==> src/rtl/rv32_defs.sv <==
// Shared fetch-path definitions: widths, FSM encodings, buffer entry layout.
package rv32_defs;

  localparam int unsigned XLEN = 32;
  localparam logic [XLEN-1:0] PC_STEP = 32'd4;
  localparam logic [XLEN-1:0] NOP = 32'h0000_0013;

  typedef enum logic [1:0] {
    S_IDLE = 2'd0,
    S_REQ  = 2'd1,
    S_WAIT = 2'd2,
    S_DROP = 2'd3
  } fetch_state_e;

  typedef struct packed {
    logic [XLEN-1:0] pc;
    logic [XLEN-1:0] instr;
  } fetch_entry_t;

  function automatic logic [XLEN-1:0] align_pc(input logic [XLEN-1:0] pc);
    return pc & ~XLEN'(3);
  endfunction

endpackage

==> src/rtl/rv32_fetch_buf.sv <==
// Instruction buffer: synchronous FIFO of {pc, instr} entries; flush wins over push/pop.
module rv32_fetch_buf
  import rv32_defs::*;
#(
  parameter int unsigned DEPTH = 2
) (
  input  logic                   clk,
  input  logic                   rst,
  input  logic                   flush,
  input  logic                   push,
  input  logic                   pop,
  input  fetch_entry_t           wdata,
  output logic                   full,
  output logic                   empty,
  output logic [$clog2(DEPTH):0] count,
  output fetch_entry_t           head
);

  localparam int unsigned PTR_W = $clog2(DEPTH);
  localparam int unsigned CNT_W = PTR_W + 1;

  fetch_entry_t     mem [DEPTH];
  logic [PTR_W-1:0] wr_ptr;
  logic [PTR_W-1:0] rd_ptr;
  logic             do_push;
  logic             do_pop;

  assign empty   = (count == '0);
  assign full    = (count == CNT_W'(DEPTH));
  assign do_pop  = pop && !empty;
  assign do_push = push && (!full || do_pop);
  assign head    = mem[rd_ptr];

  // Pointers wrap naturally because DEPTH is a power of two.
  always_ff @(posedge clk) begin
    if (rst) begin
      wr_ptr <= '0;
      rd_ptr <= '0;
      count  <= '0;
      for (int unsigned i = 0; i < DEPTH; i++) begin
        mem[PTR_W'(i)] <= '0;
      end
    end else if (flush) begin
      wr_ptr <= '0;
      rd_ptr <= '0;
      count  <= '0;
    end else begin
      if (do_push) begin
        mem[wr_ptr] <= wdata;
        wr_ptr      <= wr_ptr + PTR_W'(1);
      end
      if (do_pop) begin
        rd_ptr <= rd_ptr + PTR_W'(1);
      end
      count <= count + CNT_W'(do_push) - CNT_W'(do_pop);
    end
  end

endmodule

==> src/rtl/rv32_fetch_ctrl.sv <==
// Fetch sequencer: owns the PC, issues one word fetch at a time, buffers returns for decode.
module rv32_fetch_ctrl
  import rv32_defs::*;
#(
  parameter logic [31:0] RESET_PC  = 32'h0000_0000,
  parameter int unsigned BUF_DEPTH = 2
) (
  input  logic        clk,
  input  logic        rst,
  output logic        imem_req,
  output logic [31:0] imem_addr,
  input  logic        imem_ack,
  input  logic        imem_rvalid,
  input  logic [31:0] imem_rdata,
  output logic        instr_valid,
  output logic [31:0] instr_data,
  output logic [31:0] instr_pc,
  input  logic        instr_ready,
  input  logic        redirect,
  input  logic [31:0] redirect_pc,
  input  logic        stall
);

  localparam int unsigned CNT_W = $clog2(BUF_DEPTH) + 1;

  fetch_state_e     state;
  logic [XLEN-1:0]  pc;
  logic [XLEN-1:0]  req_pc;
  logic             buf_full;
  logic             buf_empty;
  logic [CNT_W-1:0] buf_count;
  fetch_entry_t     buf_head;
  fetch_entry_t     buf_wdata;
  logic             push_c;
  logic             pop_c;
  logic             idle_space_c;
  logic             wait_space_c;

  assign push_c    = (state == S_WAIT) && imem_rvalid && !redirect;
  assign pop_c     = instr_valid && instr_ready;
  assign buf_wdata = '{pc: req_pc, instr: imem_rdata};

  // Space with nothing outstanding, and space after the word returning in S_WAIT is pushed.
  assign idle_space_c = !buf_full || pop_c;
  assign wait_space_c = (buf_count + CNT_W'(1) - CNT_W'(pop_c)) < CNT_W'(BUF_DEPTH);

  rv32_fetch_buf #(
    .DEPTH (BUF_DEPTH)
  ) u_buf (
    .clk   (clk),
    .rst   (rst),
    .flush (redirect),
    .push  (push_c),
    .pop   (pop_c),
    .wdata (buf_wdata),
    .full  (buf_full),
    .empty (buf_empty),
    .count (buf_count),
    .head  (buf_head)
  );

  assign instr_valid = !buf_empty;
  assign instr_data  = buf_head.instr;
  assign instr_pc    = buf_head.pc;
  assign imem_addr   = pc;

  always_ff @(posedge clk) begin
    if (rst) begin
      state    <= S_IDLE;
      pc       <= RESET_PC;
      req_pc   <= '0;
      imem_req <= 1'b0;
    end else if (redirect) begin
      // Redirect retargets an unaccepted request; an accepted one must be drained in S_DROP.
      pc <= align_pc(redirect_pc);
      case (state)
        S_WAIT, S_DROP: begin
          state    <= imem_rvalid ? S_REQ : S_DROP;
          imem_req <= imem_rvalid;
        end
        S_REQ: begin
          state    <= imem_ack ? S_DROP : S_REQ;
          imem_req <= !imem_ack;
        end
        default: begin
          state    <= S_REQ;
          imem_req <= 1'b1;
        end
      endcase
    end else begin
      case (state)
        S_IDLE: begin
          if (!stall && idle_space_c) begin
            state    <= S_REQ;
            imem_req <= 1'b1;
          end
        end
        S_REQ: begin
          if (imem_ack) begin
            pc       <= pc + PC_STEP;
            req_pc   <= pc;
            state    <= S_WAIT;
            imem_req <= 1'b0;
          end
        end
        S_WAIT: begin
          if (imem_rvalid) begin
            if (!stall && wait_space_c) begin
              state    <= S_REQ;
              imem_req <= 1'b1;
            end else begin
              state    <= S_IDLE;
              imem_req <= 1'b0;
            end
          end
        end
        S_DROP: begin
          if (imem_rvalid) begin
            state    <= stall ? S_IDLE : S_REQ;
            imem_req <= !stall;
          end
        end
        default: begin
          state    <= S_IDLE;
          imem_req <= 1'b0;
        end
      endcase
    end
  end

endmodule

==> config.mk <==
export PLATFORM = sky130hd
export DESIGN_NAME = rv32_fetch_ctrl
export DESIGN_NICKNAME = d
export VERILOG_FILES = /design/src/rtl/rv32_defs.sv /design/src/rtl/rv32_fetch_buf.sv /design/src/rtl/rv32_fetch_ctrl.sv
export SDC_FILE = /design/constraint.sdc
export NUM_CORES = 1
export LEC_CHECK = 0
export CORE_MARGIN = 2
export CORE_UTILIZATION = 52
export CTS_CLUSTER_SIZE = 30
export DETAILED_ROUTE_END_ITERATION = 8
export PLACE_DENSITY = 0.8
export RECOVER_POWER = 25
export REMOVE_ABC_BUFFERS = 1
export SLEW_MARGIN = 40
export SYNTH_ARGS = -nofsm -noshare
export SYNTH_HDL_FRONTEND = slang
export SYNTH_SLANG_ARGS = --single-unit
==> constraint.sdc <==
create_clock -name clk -period 9.6 [get_ports clk]
set_clock_uncertainty 0.05 [all_clocks]
set_input_delay 1.92 -clock clk [delete_from_list [all_inputs] [get_ports clk]]
set_output_delay 1.92 -clock clk [all_outputs]
set_load 0.05 [all_outputs]
-- Word-level counts from Yosys, hierarchy flattened
Memories as Yosys holds them, arrays and structs flattened. A register that Yosys moved wholly into a read port is not among the register bits.
Index checks and enable logic that the tools add are counted.
- bitwise logic cells: 1
- eq/ne operators: 8
- reduce and logical (&&, ||, !) cells: 25
- magnitude comparators: 1
- $add $sub $neg: 7
- multiplexer cells: 33
- operators with widths (operator ; number):
    $mux W32 ; 3
    $mux W64 ; 1
    $reduce_or A64 Y1 ; 1
    $add A32 B3 Y32 const B ; 1
    $mux W1 ; 18
    $mux W2 ; 7
    $ne A3 B3 Y1 const B ; 4
    $pmux W2 S4 ; 1
    $logic_and A1 B1 Y1 ; 7
    $eq A2 B2 Y1 const B ; 3
    $logic_not A1 Y1 ; 5
    $logic_not A2 Y1 ; 2
    $pmux W1 S4 ; 1
    $pmux W2 S2 ; 1
    $reduce_and A2 Y1 ; 2
    $reduce_and A4 Y1 ; 1
    $reduce_bool A2 Y1 ; 2
    $reduce_or A2 Y1 ; 2
    $sub A2 B1 Y2 ; 2
    $reduce_and A3 Y1 ; 1
    $add A1 B1 Y1 const B ; 2
    $add A2 B1 Y2 ; 1
    $add A2 B1 Y2 const B ; 1
    $eq A2 B1 Y1 const B ; 1
    other kinds (4) ; 5
- memories: 1
- register bits after elaboration: 71
- memory bits (writable): 128
- input bits: 71
- memories (memory ; words ; width ; read ports ; clocked after memory_dff ; write ports ; RTL line ; text):
    u_buf.mem ; 2 ; 64 ; 1 ; 1 ; 2 ; rv32_fetch_buf.sv:22 ; fetch_entry_t mem [DEPTH];

-- Depth between registers and ports, before layout
- depth in word-level cells: 12
- gate-level depth with buffers: 9
- gate-level depth less buffers: 9

-- By module
Synthesis repeated with hierarchy kept, for this count alone.
- cell total of the unflattened synthesis: 767
- area, all modules: 8984.9 um^2
- modules (own cells, without submodules) (module ; sequential area each (um^2) ; area each (um^2) ; times used ; cells each):
    rv32_fetch_buf ; 3943.8 ; 5863.1 ; 1 ; 372
    rv32_fetch_ctrl ; 1261.2 ; 3121.7 ; 1 ; 395

-- Worst setup path before layout
No wires, ideal clock.
- path kind: input-to-reg
- from: input instr_ready
- to: memory u_buf.mem[0][0] (netlist name) (enable)
- library setup time: 574 ps
- setup slack: 1998 ps
- stages: 3
- data arrival time: 6977 ps
- path through: nor3b_1 > or3_1 > o31ai_1
- RTL lines (element ; RTL line ; text):
    start, declared ; rv32_fetch_ctrl.sv:18 ; input logic instr_ready,
    end, declared ; rv32_fetch_buf.sv:22 ;

==> metrics.md <==
| Metric | Value |
|---|---|
| Commonest cells in the netlist | `and2_1, edfxtp_1, nand2_1, dfxtp_1, mux2_2` |
| Internal power | `1.38 mW` |
| RePlAce Congestion | `0.859` |
| Fill cell count | `1,209` |
| Wire length on met3 | `1410 µm` |
| Antenna diodes | `0` |
| Wl on met1 | `8210 µm` |
| IO buf count | `162` |
| Worst Setup Start Kind | `primary input` |
| Lkg Pwr | `3.86 nW` |
| GRT overflow | `0` |
| Via-to-Cell Ratio | `5.56` |
| Seq/Total Area, Yosys | `59.3%` |
| Largest net degree at the start of global routing | `63` |
| Register share of total power | `50.5%` |
| Worst setup EP type | `flop` |
| Netlist cell types | `53` |
| Top post-synthesis cells by area | `edfxtp_1, dfxtp_1, and2_1` |
| Total wire length | `19,800 µm` |
| CTS buffer count | `17` |
| Fin cells | `1,115` |
| Max frequency | `190 MHz` |
| Failing checks | `capacitance limit, slew limit` |
| Logic pwr share | `11.7%` |
| CTS Hold Bufs | `0` |
| Clock transition at path regs | `0.07 ns` |
| Final worst setup slack | `4.33 ns` |
| RSZ-0062 raised after global routing | `no` |
| Syn Inst Count | `744` |
| CP arrival | `5.52 ns` |
| DR top layer | `met4` |
| Worst-Margin Slew | `2.29 ns` |
| Status | `complete, but fails checks` |
| Ports | `169` |
| Avg Inst Size Synth | `11.5 µm²` |
| Area share of the largest cell type after synthesis | `43.4%` |
| Most common cell in the synthesized netlist | `and2_1` |
| Final Hold Viols | `0` |
| Mean routed wirelength per cell | `17.8 µm` |
| Mapped Area | `8580 µm²` |
| Via count | `6,196` |
| Post-place setup slack | `4.83 ns` |
| Standard-cell row count | `46` |
| Initial Util | `53.6%` |
| Initial drt markers | `522` |
| Vias in the first global route | `6,196` |
| Clk_lat worst skew | `0.43 ns` |
| Root Buffer Master | `clkbuf_16` |
| Share of layout cells above drive strength 1 | `13.1%` |
| First-pass GRT wire length | `31,300 µm` |
| Sw Ratio | `25.5%` |
| Number of synthesized flops with an enable pin | `124` |
| Initial antenna violation count | `0` |
| H-Tree Level Count | `4` |
| # resized after CTS | `0` |
| DRC | `0` |
| Fin Hold WS | `0.413 ns` |
| Die area | `17,500 µm²` |
| Core ar. | `16,000 µm²` |
| Switching power | `0.471 mW` |
| ANT nets after route | `0` |
| Peak supply drop | `142 µV` |
| Die height | `132 µm` |
| WL met2 | `9850 µm` |
| Global Route Usage Sum | `22.8%` |
| CP required | `9.85 ns` |
| Crit Path Max Fanout | `47` |
| Post-synth top area cell | `edfxtp_1` |
| Clock power share | `37.8%` |
| Min cycle time layout | `5.27 ns` |
| Die span in x | `132 µm` |
| Ys flop type | `edfxtp_1` |
| Post-CTS Setup Inserts | `0` |
| Sum Neg Setup Slack | `0 ns` |
| Fin nets | `961` |
| Max-slew violations | `145` |
| Type of the worst setup path | `primary input to flop` |
| Synth warn | `0` |
| Final worst-path cycle share | `54.9%` |
| Drt first pass iters | `5` |
| Type of the most critical hold path | `flop to flop` |
| Final setup vio count | `0` |
| #FFs+latches synth | `192` |
| Area delta synth->final | `27.2%` |
| Fraction of registers with async set/reset | `0%` |
| Relative slew margins | `-52.9%` |
| Maximum clock insertion buffer count | `2` |
| CTS Sinks | `192` |
| Cell area power density | `169 nW/µm²` |
| Max-cap violations | `4` |
| Detail Placement HPWL | `12,900 µm` |
| CTS tree | `yes` |
| Placed insts | `1,083` |
-- cells in the final DEF (no fill, tap or decap), types with 4 or more instances in the layout --
| master | n |
|---|---|
| or2_2 | 4 |
| nor2_1 | 32 |
| clkdlybuf4s50_1 | 158 |
| or4_1 | 9 |
| xor2_1 | 7 |
| a21oi_1 | 33 |
| nand3_1 | 11 |
| and4_1 | 4 |
| and2_1 | 92 |
| and2_0 | 36 |
| o211ai_1 | 4 |
| clkinvlp_4 | 6 |
| clkbuf_16 | 17 |
| buf_4 | 8 |
| edfxtp_1 | 124 |
| dfxtp_1 | 67 |
| a211oi_1 | 11 |
| o31ai_1 | 8 |
| nor3_1 | 9 |
| ha_1 | 4 |
| nand4_1 | 10 |
| mux2_2 | 62 |
| or3_1 | 8 |
| o21ai_0 | 8 |
| nand2_1 | 75 |
| a311oi_1 | 9 |
| and3_1 | 6 |
| conb_1 | 4 |
| xnor2_1 | 7 |
| nor4_1 | 5 |
| inv_1 | 10 |
-- per-layer routing --
layer / GRT usage (%) / vias up
met2: 38.9 / 247
met3: 5.36 / 35
met5: 0 / -
met1: 28.6 / 2978
li1: - / 2936
met4: 7.65 / 0
-- per-stage QoR --
stage | cell area (µm²) | total power [mW] | util (%)
finish | 10900 | 1.85 | 68.2
global route | 10900 | 1.90 | 68.2
CTS | 11000 | 1.85 | 68.5
detailed placement | 10400 | 1.17 | 64.8
global placement | 10400 | 1.16 | 64.7
floorplan | 8370 | 1.07 | -
-- power groups by stage --
stage                     combinational [mW]  sequential, mW  clock [mW]
after floorplan                       0.0923           0.976           0
after global placement                 0.213           0.948           0
after detailed placement               0.216           0.951           0
after CTS                              0.217           0.932       0.703
after global routing                   0.226           0.936       0.736
final                                  0.215           0.933       0.698
-- kinds of logic after synthesis --
logic type | after synthesis | share of synthesized area [%]
compound gates | 91 | 7.13
xor+xnor | 14 | 1.43
fa+ha+maj | 4 | 0.583
buf+inv | 63 | 3.02
flops | 192 | 59.3
mux | 63 | 8.25
other cells | 1 | 0.0437
simple gates | 316 | 20.3
-- state kept, by name, indices dropped and copies added (netlist names), named ones only --
register,flops
u_buf.mem,124
imem_addr,30
req_pc,30
state,2
u_buf.count,2
imem_req,1
u_buf.rd_ptr,1
u_buf.wr_ptr,1
-- worst max-delay path, stage by stage --
cell and delay (ns):
dlygate4sd3_1 0.53, clkbuf_1 0.41, or2_0 0.48, nor3_1 1.37, buf_4 0.58, and2_1 0.20
-- path summary, 6_finish.rpt --
| path | slack (ns) | to | cells past startpoint | startpoint |
|---|---|---|---|---|
| hold reg to reg | 0.41 | req_pc[17] | 2 | req_pc[17] |
| setup reg to reg | 6.16 | u_buf.mem[0][50] | 4 | u_buf.count[1] |
| hold / removal | 0.41 | req_pc[17] | 2 | req_pc[17] |
| setup / recovery | 4.33 | u_buf.mem[0][15] | 6 | redirect |
-- layout make-up --
type,instances,area [µm²],area share [%]
Sequential cell,192,5090,46.6
Tap cell,216,270,2.48
Timing Repair Buffer,172,1680,15.4
Clock inverter,15,161,1.48
Inverter,11,41.3,0.378
Multi-Input combinational cell,492,3250,29.7
Clock buffer,17,425,3.90
(Power assumes the default switching activity.)
